<file path="src/rtl/fir_sample_src.sv">
// fir_sample_src: plays a host-loaded sequence of signed samples onto a FIR
// input through a valid/ready handshake, one-shot or looped, with abort.
//
// state | meaning
// ------+----------------------------------------------------------
// IDLE  | no sequence active; Xout/Xvalid held at 0, Start honoured
// PLAY  | presenting mem[ptr] on Xout, advancing on each handshake
module fir_sample_src #(
  parameter int DW    = 8,
  parameter int AW    = 4,
  parameter int DEPTH = 16
) (
  input  logic          Clk,
  input  logic          Rst_n,
  input  logic          Wr_en,
  input  logic [AW-1:0] Wr_addr,
  input  logic [DW-1:0] Wr_data,
  input  logic [AW:0]   Len,
  input  logic          Start,
  input  logic          Loop,
  input  logic          Stop,
  output logic [DW-1:0] Xout,
  output logic          Xvalid,
  input  logic          Xready,
  output logic          Busy,
  output logic          Done,
  output logic [15:0]   Sent
);

  localparam int LW = AW + 1;
  localparam logic [LW-1:0] depth_l = LW'(DEPTH);
  localparam logic [LW-1:0] one_l   = LW'(1);

  typedef enum logic {IDLE, PLAY} state_t;

  state_t        state, state_nxt;
  logic [DW-1:0] mem [DEPTH];
  logic [AW-1:0] ptr, ptr_nxt;
  logic [LW-1:0] len_q, len_clamped;
  logic          loop_q;
  logic [DW-1:0] xout_q;
  logic          done_q;
  logic          hs, last, start_ok, finish;

  assign hs          = (state == PLAY) && Xready;
  assign last        = ({1'b0, ptr} == (len_q - one_l));
  assign start_ok    = Start && (Len != '0);
  assign len_clamped = (Len > depth_l) ? depth_l : Len;
  assign ptr_nxt     = last ? '0 : (ptr + AW'(1));
  assign finish      = hs && last && !loop_q;

  // Sample buffer: written in any state, cleared by reset.
  always_ff @(posedge Clk) begin
    if (!Rst_n) begin
      for (int i = 0; i < DEPTH; i++) mem[i] <= '0;
    end else if (Wr_en) begin
      mem[Wr_addr] <= Wr_data;
    end
  end

  // State register.
  always_ff @(posedge Clk) begin
    if (!Rst_n) state <= IDLE;
    else        state <= state_nxt;
  end

  // Next-state decode: Start only from IDLE, Stop or one-shot end from PLAY.
  always_comb begin
    state_nxt = state;
    case (state)
      IDLE: if (start_ok) state_nxt = PLAY;
      PLAY: if (Stop || finish) state_nxt = IDLE;
      default: state_nxt = IDLE;
    endcase
  end

  // Playback datapath. The presented sample is captured into xout_q at each
  // advance so a write to the entry on display cannot disturb a stalled Xout.
  always_ff @(posedge Clk) begin
    if (!Rst_n) begin
      ptr    <= '0;
      len_q  <= '0;
      loop_q <= 1'b0;
      xout_q <= '0;
      done_q <= 1'b0;
      Sent   <= '0;
    end else begin
      done_q <= 1'b0;
      if (state == IDLE) begin
        if (start_ok) begin
          len_q  <= len_clamped;
          loop_q <= Loop;
          ptr    <= '0;
          Sent   <= '0;
          xout_q <= mem[0];
        end
      end else begin
        if (hs) begin
          if (Sent != 16'hFFFF) Sent <= Sent + 16'd1;
          ptr    <= ptr_nxt;
          xout_q <= mem[ptr_nxt];
        end
        if (Stop || finish) done_q <= 1'b1;
      end
    end
  end

  // Output decode: zeros whenever no sequence is playing.
  always_comb begin
    Xvalid = (state == PLAY);
    Busy   = (state == PLAY);
    Xout   = (state == PLAY) ? xout_q : '0;
    Done   = done_q;
  end

endmodule

</file>
<file path="config.mk">
export PLATFORM = sky130hd
export DESIGN_NAME = fir_sample_src
export DESIGN_NICKNAME = d
export VERILOG_FILES = /design/src/rtl/fir_sample_src.sv
export SDC_FILE = /design/constraint.sdc
export NUM_CORES = 1
export LEC_CHECK = 0
export BUFFER_PORTS_ARGS = -buffer_cell sky130_fd_sc_hd__clkbuf_2
export CORE_MARGIN = 3
export CORE_UTILIZATION = 60
export CTS_CLUSTER_SIZE = 20
export DETAILED_ROUTE_END_ITERATION = 10
export PLACE_DENSITY_LB_ADDON = 0.08
export REMOVE_ABC_BUFFERS = 1
export SETUP_SLACK_MARGIN = 0.5
export SYNTH_ARGS = -nofsm -noshare
export SYNTH_HDL_FRONTEND = slang
export SYNTH_SLANG_ARGS = --single-unit
export TNS_END_PERCENT = 1
</file>
<file path="constraint.sdc">
create_clock -name Clk -period 6.35 [get_ports Clk]
set_input_delay 0 -clock Clk [delete_from_list [all_inputs] [get_ports Clk]]
set_output_delay 0 -clock Clk [all_outputs]
set_load 0.02 [all_outputs]
</file>
* Word level (Yosys, flattened, before mapping)
Memories as Yosys holds them, arrays and structs flattened.
Cells that the tools add are included.
** Storage, ports and cells
- Memories :: 1
- Word-level logic and storage cells :: 54
- Input port bits :: 24
- Register bits after elaboration :: 36
- Output and inout bits :: 27
- RAM bits :: 128
** Operators by class
- Muxes and demuxes :: 24
- Add/sub/neg operators :: 3
- Bitwise operators :: 1
- Order comparisons :: 1
- Equal/unequal tests :: 4
- Reduce and logical (&&, ||, !) cells :: 13
** Memories
- mem :: depth 16, width 8, rd ports 2, clocked after Yosys merged registers in 0, wr ports 16, RTL line 37 : logic [DW-1:0] mem [DEPTH];
** Operators with widths (count)
- $mux 16 :: 4
- $mux 8 :: 5
- $mux 4 :: 5
- $add 16x1->16 const B :: 1
- $ne 16x16->1 const B :: 1
- $mux 1 :: 8
- $reduce_or 8->1 :: 1
- $reduce_and 2->1 :: 3
- $eq 4x5->1 :: 1
- $gt 5x5->1 const B :: 1
- $mux 5 :: 1
- $reduce_bool 5->1 :: 1
- $sub 5x1->5 const B :: 1
- $add 4x1->4 const B :: 1
- $logic_and 1x1->1 :: 4
- $ne 2x1->1 const B :: 2
- $reduce_and 3->1 :: 1
- $pmux 1 s2 :: 1
- $reduce_bool 2->1 :: 1
- $logic_not 1->1 :: 1
- $logic_or 1x1->1 :: 1
- $not 1->1 :: 1

* Logic depth before layout (Yosys ltp)
Gate-level depths: netlist of the first run.
- Word-level depth :: 7
- Gate-level depth with buffers :: 9
- Mapped depth without buffers :: 8

* Worst setup path before layout of the first run
OpenSTA, ideal clock, no wires.
- Kind :: reg-to-reg
- From :: register len_q[0]
- To :: register xout_q[5]
- Data arrival time :: 2.176 ns
- Setup time :: 0.133 ns
- Path slack :: 4.041 ns
- Cell stages (with the launch flop) :: 10
- Cells stage by stage :: dfxtp_1 > inv_1 > ha_1 > o21ba_1 > a221o_1 > a2111oi_4 > buf_6 > a21oi_1 > o221ai_1 > o311ai_1
** Between the ends
- Word-level cells in the longest chain between the ends :: 6
** RTL lines
- start: declaration :: RTL line 39 : logic [LW-1:0] len_q, len_clamped;
- start signal: assignment :: RTL line 91 : len_q <= len_clamped;
- $sub 5x1->5 :: RTL line 46 : assign last = ({1'b0, ptr} == (len_q - one_l));
- $eq 4x5->1 :: RTL line 46
- $mux 4 :: RTL line 49 : assign ptr_nxt = last ? '0 : (ptr + AW'(1));
- $mem_v2 16x8
- $mux 8 :: RTL line 98 : if (hs) begin
- $mux 8 :: RTL line 89 : if (state == IDLE) begin
- end signal: assignment :: RTL line 95 : xout_q <= mem[0];
- end signal: assignment :: RTL line 101 : xout_q <= mem[ptr_nxt];
- end: declaration :: RTL line 41 : logic [DW-1:0] xout_q;
Every way passes these cells. The select of a mux whose other input is x is not followed.
A chain may end at the register's enable or synchronous reset.

* Final worst setup path of the first run
- From :: register ptr[0]
- To :: register xout_q[7]
** Between the ends
- Word-level cells in the longest chain between the ends :: 5
- Elaborated cells between the ends (all ways) :: 6
** RTL lines
- start: declaration :: RTL line 38 : logic [AW-1:0] ptr, ptr_nxt;
- start signal: assignment :: RTL line 100 : ptr <= ptr_nxt;
- $add 4x1->4 or $eq 4x5->1 (tied branches) :: RTL line 49, 46
- $mux 4 (*) :: RTL line 49
- $mem_v2 16x8 (*)
- $mux 8 (*) :: RTL line 98
- $mux 8 (*) :: RTL line 89
Mark *: on every way between the ends. The rest lies on a longest branch, timed or not. The select of a mux whose other input is x is not followed.

==> qor.csv, run 1 <==
metric;value;unit
met2 Use GR;42.0;%
DRT iter0 DRCs;556;
Synth area leaders;edfxtp_1 49%, and2_1 11%, dfxtp_1 9.2%;
Worst slew margin;10.5;%
largest family of logic cells by synthesized area;simple AND/OR/NAND/NOR gates;
CTS Buffer Depth;2;
library cells used by synthesis;52;
CP Depth;6;
launch point of the worst path;ptr[0];
Place WS;3400;ps
Num CTS Buffers;17;
nets;711;
warnings from Yosys;0;
CTS resizes;0;
initial antenna violation count;0;
RSZ-0062 raised after global routing;false;
GPL Wtd Cong;0.824;
wire per inst;20.9;um
maximum capacitance violations;0;
final cell count without fillers;869;
startpoint types;register;
CP Capture Type;register;
number of synthesized flops with an enable pin;128;
Pint;1.87;mW
Syn Inst Count;635;
Synth Area in Compound Gates;7.55;%
Worst-path clk slew;60;ps
switch share;22.4;%
Worst Hold Class;primary input to register;
grt ovf;0;
syn_area_per_cell;12.4;um^2
period utilization;46.0;%
final setup margin;3430;ps
Core Area;0.0127;mm^2
CTS root buf;clkbuf_16;
worst-path maximum fanout;41;
post-layout util;70.0;%
Die ar.;0.0145;mm^2
outcome;complete, no violations;
largest net degree at the start of global routing;47;
WL final;18100;um
initial core utilization;61.8;%
CP max stage cell;ha_1;
layout cells sized above 1;18.5;%
VDD IR max;229;uV
DR vias/cell;6.07;
met3 usage;6.03;%
fin crit period;2920;ps
Vert. Die Dim;120;um
Crit path max-delay family;adder cells;
remaining antenna violation count;0;
final setup fails;0;
WP buf/inv;1;
post-synthesis sequential area ratio;58.1;%
post-synth top area share;48.9;%
XOR/XNOR Fraction of Synth Area;2.23;%
R2R setup slack;3430;ps
Die W;120;um
vias in the first global route;5152;
# DRC;0;
R2R depth;6;
CP required;6640;ps
Setup Crit Path Kind;register to register;
DR vias;5278;
CP peak stage delay;980;ps
Clock Latency Late Sink;420;ps
Syn Std Cell Area;0.00786;mm^2
P_sw;0.542;mW
I/O pin total;51;
pwr dens;271;mW/mm^2
highest clock rate;0.343;GHz
# clock sinks;164;
std cell rows;41;
cell chain of the critical path;buf_4 -> ha_1 -> mux2_2 -> o221a_2 -> o221ai_1 -> o311ai_1;
top_reg_cell synth;edfxtp_1;
multiplexer area fraction after synthesis;8.98;%
Adder-Cell Fraction of Synth Area;0.478;%
combinational share of power;7.4;%
worst-margin pin slew;1330;ps
post-placement cell count;824;
part of the power in registers;51.5;%
crit path capture;xout_q[7];
clock share of power;41.2;%
I/O Buffers;50;
first-pass GRT wire length;28900;um
met1 Use GR;37.0;%
area growth from synthesis to layout;13.3;%
hpwl dp;12200;um
Total GRT Usage;26.5;%
H-tree levels;4;
Inserted Diodes;0;
most common cell after layout, fill and taps aside;and2_1;
Detailed Routing Iterations Pass 1;5;
Reg2Reg Capture Point;xout_q[7];
leak pwr;3.15;nW
reg2reg start;ptr[0];
Yosys reg bits;164;
layer with the highest usage;met2;
Post-Synth Simple-Gate Area;20.2;%
asr flop ratio synth;0;%
largest area contributor in the netlist;edfxtp_1;
CTS tree;done;
Final Hold Slack;146;ps
Fin Clk Skew;7.03;ps
Fin. Hold Viols;0;
total negative slack;0;ps
commonest non-fill, non-tap cells in the layout;139 x and2_1, 128 x edfxtp_1, 50 x clkbuf_2;
final slew viol count;0;
Worst EP arrival;3210;ps
worst register-to-register path: cells and delay by family, from the launching register on:
family	cells	cell delay, ps
AOI/OAI and AO/OA	3	560
adders and majority gates	1	990
buffers and inverters	1	510
DFF	1	310
muxes	1	420
cells by family (layout without fill, tap and decap cells):
group	Yosys count	count (layout)
adders and majority gates	3	3
DFF	164	164
buffers and inverters	46	108
AOI/OAI and AO/OA	79	79
xor gates and xnor gates	20	20
and+or+nand+nor	284	284
muxes	39	39
flip-flops by register name, summed over array words and instances (netlist names):
| name | count |
|---|---|
| ptr | 4 |
| mem | 128 |
| xout_q | 8 |
| Sent | 16 |
| Done | 1 |
| loop_q | 1 |
| len_q | 5 |
| Busy | 1 |
layer usage:
metal | share of wire (%) | vias up
met2 | 49 | 224
li1 | - | 2425
met1 | 42 | 2596
met3 | 7.2 | 33
met5 | 0 | -
met4 | 1.9 | 0
what timing repair did:
item                                   in CTS  in global routing
endpoints found under the hold margin       9                  0
hold buffers                               13                  0
buffers inserted                            0                  0
worst min path at each step:
stage,start,endpoint,slack (ps),depth (start not counted)
after floorplan,Rst_n,ptr[1],130,1
after global placement,Stop,Done,220,3
after detailed placement,Stop,Done,250,3
after CTS,Wr_data[4],mem[12][4],140,2
after global routing,Rst_n,len_q[0],170,3
final,Wr_data[4],mem[12][4],150,2
layout make-up:
cell class	instances	area, um^2
flip-flops and latches	164	4570
fillers	930	3810
multi-input cells	425	3110
clock buffers	23	498
repair buffers	68	418
well taps	172	215
clock inverters	9	75.1
inverters	8	30.0
per-stage QoR:
stage | cell area (um^2) | power [mW]
final | 8910 | 2.41
after global routing | 8910 | 2.48
after CTS | 8910 | 2.42
after detailed placement | 8200 | 1.44
after global placement | 8200 | 1.43
after floorplan | 7690 | 1.35
power by group through the flow:
| stage | combinational, mW | clock, mW | sequential [mW] |
|---|---|---|---|
| 3_5_place_dp | 0.171 | 0 | 1.26 |
| 6_report | 0.178 | 0.993 | 1.24 |
| 2_1_floorplan | 0.102 | 0 | 1.25 |
| 4_1_cts | 0.178 | 0.998 | 1.24 |
| 5_1_grt | 0.194 | 1.04 | 1.25 |
| 3_3_place_gp | 0.169 | 0 | 1.26 |
cell usage after synthesis, types with 2 or more instances:
cell / n
o211ai_1: 4
a22oi_1: 4
a41oi_1: 4
o221ai_1: 8
buf_6: 2
edfxtp_1: 128
xor2_1: 13
a21o_1: 4
and3_1: 6
ha_1: 3
inv_1: 8
mux2_2: 12
o21ai_0: 14
a31oi_1: 5
clkbuf_1: 29
nand3_1: 8
nor3b_1: 4
mux2i_1: 3
and2_1: 139
nand4_1: 13
nand2b_1: 7
xnor2_1: 7
dfxtp_1: 36
buf_1: 2
nand2_1: 34
o21a_1: 4
mux4_2: 24
or3_1: 5
nand3b_1: 4
a21boi_0: 7
nor2_1: 39
nor2b_1: 8
buf_2: 4
o221a_2: 4
a21oi_1: 8
nor3_1: 12
o311ai_1: 4
Power figures use the tool's default switching activity.
==> run 2: changes to the inputs <==
- ABC_AREA: not set -> 1
- clock period: 6.35 -> 2.85 ns (I/O delays scaled with it)
==> run 2 against run 1 <==
Effect of this change: power increased by 130%; highest routed layer unchanged; combinational power rose to 3.0 times the previous value; largest cell class unchanged; count of clock-buffer cells in the layout shrank 6; hold slack got worse by 130 ps.
==> qor.csv, run 2 <==
metric;value;unit;change
outcome;complete, no violations;;
CP max stage cell;dfxtp_2;;
hpwl dp;13500;um;+11%
register name with the most flops;mem;;
Worst-path clk slew;60;ps;about the same
most common cell after layout, fill and taps aside;nor2_1;;
highest clock rate;0.425;GHz;+24%
reg2reg start;len_q[0];;
storage element area;0.00457;mm^2;unchanged
Worst Hold Class;primary input to register;;
# clock sinks;164;;unchanged
worst-margin pin slew;916;ps;-413 ps
vias in the first global route;6444;;+25%
Worst Min Path Start;Start;;
Core Area;0.0128;mm^2;+0.40%
DR vias/cell;5.88;;-3.2%
Num CTS Buffers;17;;unchanged
grt ovf;0;;unchanged
number of synthesized flops with an enable pin;128;;unchanged
startpoint types;register;;
wire per inst;18.5;um;-11%
area growth from synthesis to layout;18.7;%;
layout cells sized above 1;15.9;%;-2.6 points
Crit path max-delay family;simple AND/OR/NAND/NOR gates;;
H-tree levels;4;;unchanged
post-synth top area share;48.3;%;-0.58 points
pwr dens;591;mW/mm^2;+120%
total negative slack;0;ps;unchanged
Die W;121;um;+0.57%
CP peak stage delay;360;ps;-620 ps
fill cell count;966;;+3.9%
syn_area_per_cell;8.65;um^2;-30%
Fin Clk Skew;6.49;ps;-0.545 ps
largest area contributor in the netlist;edfxtp_1;;
Post-synth top cells;187 x nor2_1, 156 x nand2_1, 128 x edfxtp_1;;
maximum capacitance violations;0;;unchanged
CTS root buf;clkbuf_16;;
CTS Buffer Depth;2;;unchanged
nets;1013;;+42%
CP Capture Type;register;;
Total GRT Usage;30.0;%;+3.5 points
top_reg_cell synth;edfxtp_1;;
cell chain of the critical path;inv_4 -> ha_4 -> nand2_1 -> inv_1 -> nor2_2 -> nand3_2 -> nor2_4 -> nand2_8 -> nand2_8 -> buf_4 -> nand2_1 -> nand3_1 -> nand3_1 -> nand3_1 -> nand2_1 -> nand2_1 -> a21oi_2;;
Syn Inst Count;920;;+45%
post-synthesis sequential area ratio;57.4;%;-0.69 points
library cells used by synthesis;36;;-31%
# DRC;0;;unchanged
CP required;3170;ps;-3470 ps
WL final;21700;um;+20%
GPL Wtd Cong;0.952;;+15%
RSZ-0062 raised after global routing;true;;
CTS tree;done;;
Worst EP arrival;2670;ps;-540 ps
Syn Std Cell Area;0.00795;mm^2;+1.2%
Setup Crit Path Kind;register to register;;
Worst slew margin;38.9;%;+28 points
DR vias;6884;;+30%
Detailed Routing Iterations Pass 1;5;;unchanged
final slew viol count;0;;unchanged
period utilization;82.5;%;+37 points
Regs by FF count;mem: 128 flops, Sent: 16 flops, xout_q: 8 flops;;
total power;5.58;mW;+130%
Inserted Diodes;0;;unchanged
std cell rows;41;;unchanged
largest net degree at the start of global routing;66;;+40%
I/O pin total;51;;unchanged
warnings from Yosys;0;;unchanged
I/O Buffers;50;;unchanged
Fin. Hold Viols;0;;unchanged
initial antenna violation count;0;;unchanged
fin crit period;2350;ps;-567 ps
launch point of the worst path;len_q[0];;
first-pass GRT wire length;33500;um;+16%
most used cell, CP;nand2_1;;
worst-path maximum fanout;11;;-73%
VDD IR max;406;uV;+77%
max reg flops;128;;unchanged
initial core utilization;62.3;%;+0.50 points
leak pwr;4.06;nW;+29%
WP buf/inv;3;;+2
Clock Latency Late Sink;430;ps;about the same
Vert. Die Dim;121;um;+0.57%
Die ar.;0.0147;mm^2;+1.1%
asr flop ratio synth;0;%;unchanged
Synth area leaders;edfxtp_1 48%, dfxtp_1 9.1%, nor2_1 8.8%;;
DRT iter0 DRCs;844;;+52%
Multi-input gate area;0.00295;mm^2;-5.1%
most common cell in the netlist;nor2_1;;
remaining antenna violation count;0;;unchanged
final setup fails;0;;unchanged
commonest non-fill, non-tap cells in the layout;184 x nor2_1, 155 x nand2_1, 128 x edfxtp_1;;
Yosys reg bits;164;;unchanged
run 2: cell count changes in the layout (fill, tap and decap cells not counted), moves of 10 or more:
cell      change
and2_1      -138
inv_1        +91
nor2_1      +145
nand4_1      -12
nand3b_1     +17
nand2_1     +121
mux4_2       -24
a21oi_1      +19
xor2_1       -10
mux2_2       -12
nand3_1     +106
or2_2        +11
run 2: kinds of logic (layout without fill, tap and decap cells):
logic type      count (synthesis)  count (layout)  share of synthesized area (%)
buf+inv                       154             230                           7.94
simple gates                  518             521                           28.4
xor+xnor                        3               3                          0.330
fa+ha+maj                       3               3                          0.472
flops                         164             164                           57.4
compound gates                 78              78                           5.49
run 2: area by class of cell:
cell class,count,share of cell area [%]
Sequential cell,164,48.3
Multi-Input combinational cell,605,31.2
Timing Repair Buffer,87,7.27
Clock buffer,17,4.50
Inverter,111,4.64
Clock inverter,15,1.75
Tap cell,172,2.28
run 2: report_power, final:
part	leakage, nW	total, mW	switching (mW)	internal (mW)
clock network	0.276	2.29	0.931	1.36
logic	2.27	0.534	0.362	0.172
registers	1.51	2.75	0.0513	2.70
run 2: worst min-delay path, cell delays in order:
cell	delay [ps]
clkbuf_2	90
nand3_1	140
o21ai_0	90
nor2_1	90
run 2: worst paths after layout:
path	endpoint	slack (ps)	cells past startpoint
worst min-delay path	loop_q	20	4
worst min register to register	Sent[2]	480	2
worst max register to register	xout_q[5]	500	17
worst max-delay path	xout_q[5]	500	17
run 2: repair_timing:
item / CTS / global route
cloned: 2 / 5
hold endpoints to repair: 12 / 0
pin swaps: 3 / 6
endpoints found under the setup margin: 8 / 10
setup buffers: 6 / 7
hold buffers: 12 / 0
resized for setup: 23 / 28
run 2: metrics by stage:
stage          instance area [um^2]  setup WS, ps  utilization, %  hold WS [ps]  cells
3_5_place_dp                   8280           359            64.8           279   1107
2_1_floorplan                  7740          67.2               -           136    877
6_report                       9440           498            73.9          17.8   1171
5_1_grt                        9440           338            73.9          58.8   1171
4_1_cts                        9180           508            71.9          6.99   1159
3_3_place_gp                   8280           459            64.8           271   1107
run 2: layer usage:
metal	up-vias	share of wire, %	track usage, %
li1	3161	-	-
met3	52	9.4	4.66
met1	3279	40	41.8
met2	392	47	47.4
met4	0	3.1	12.4
met5	-	0	0
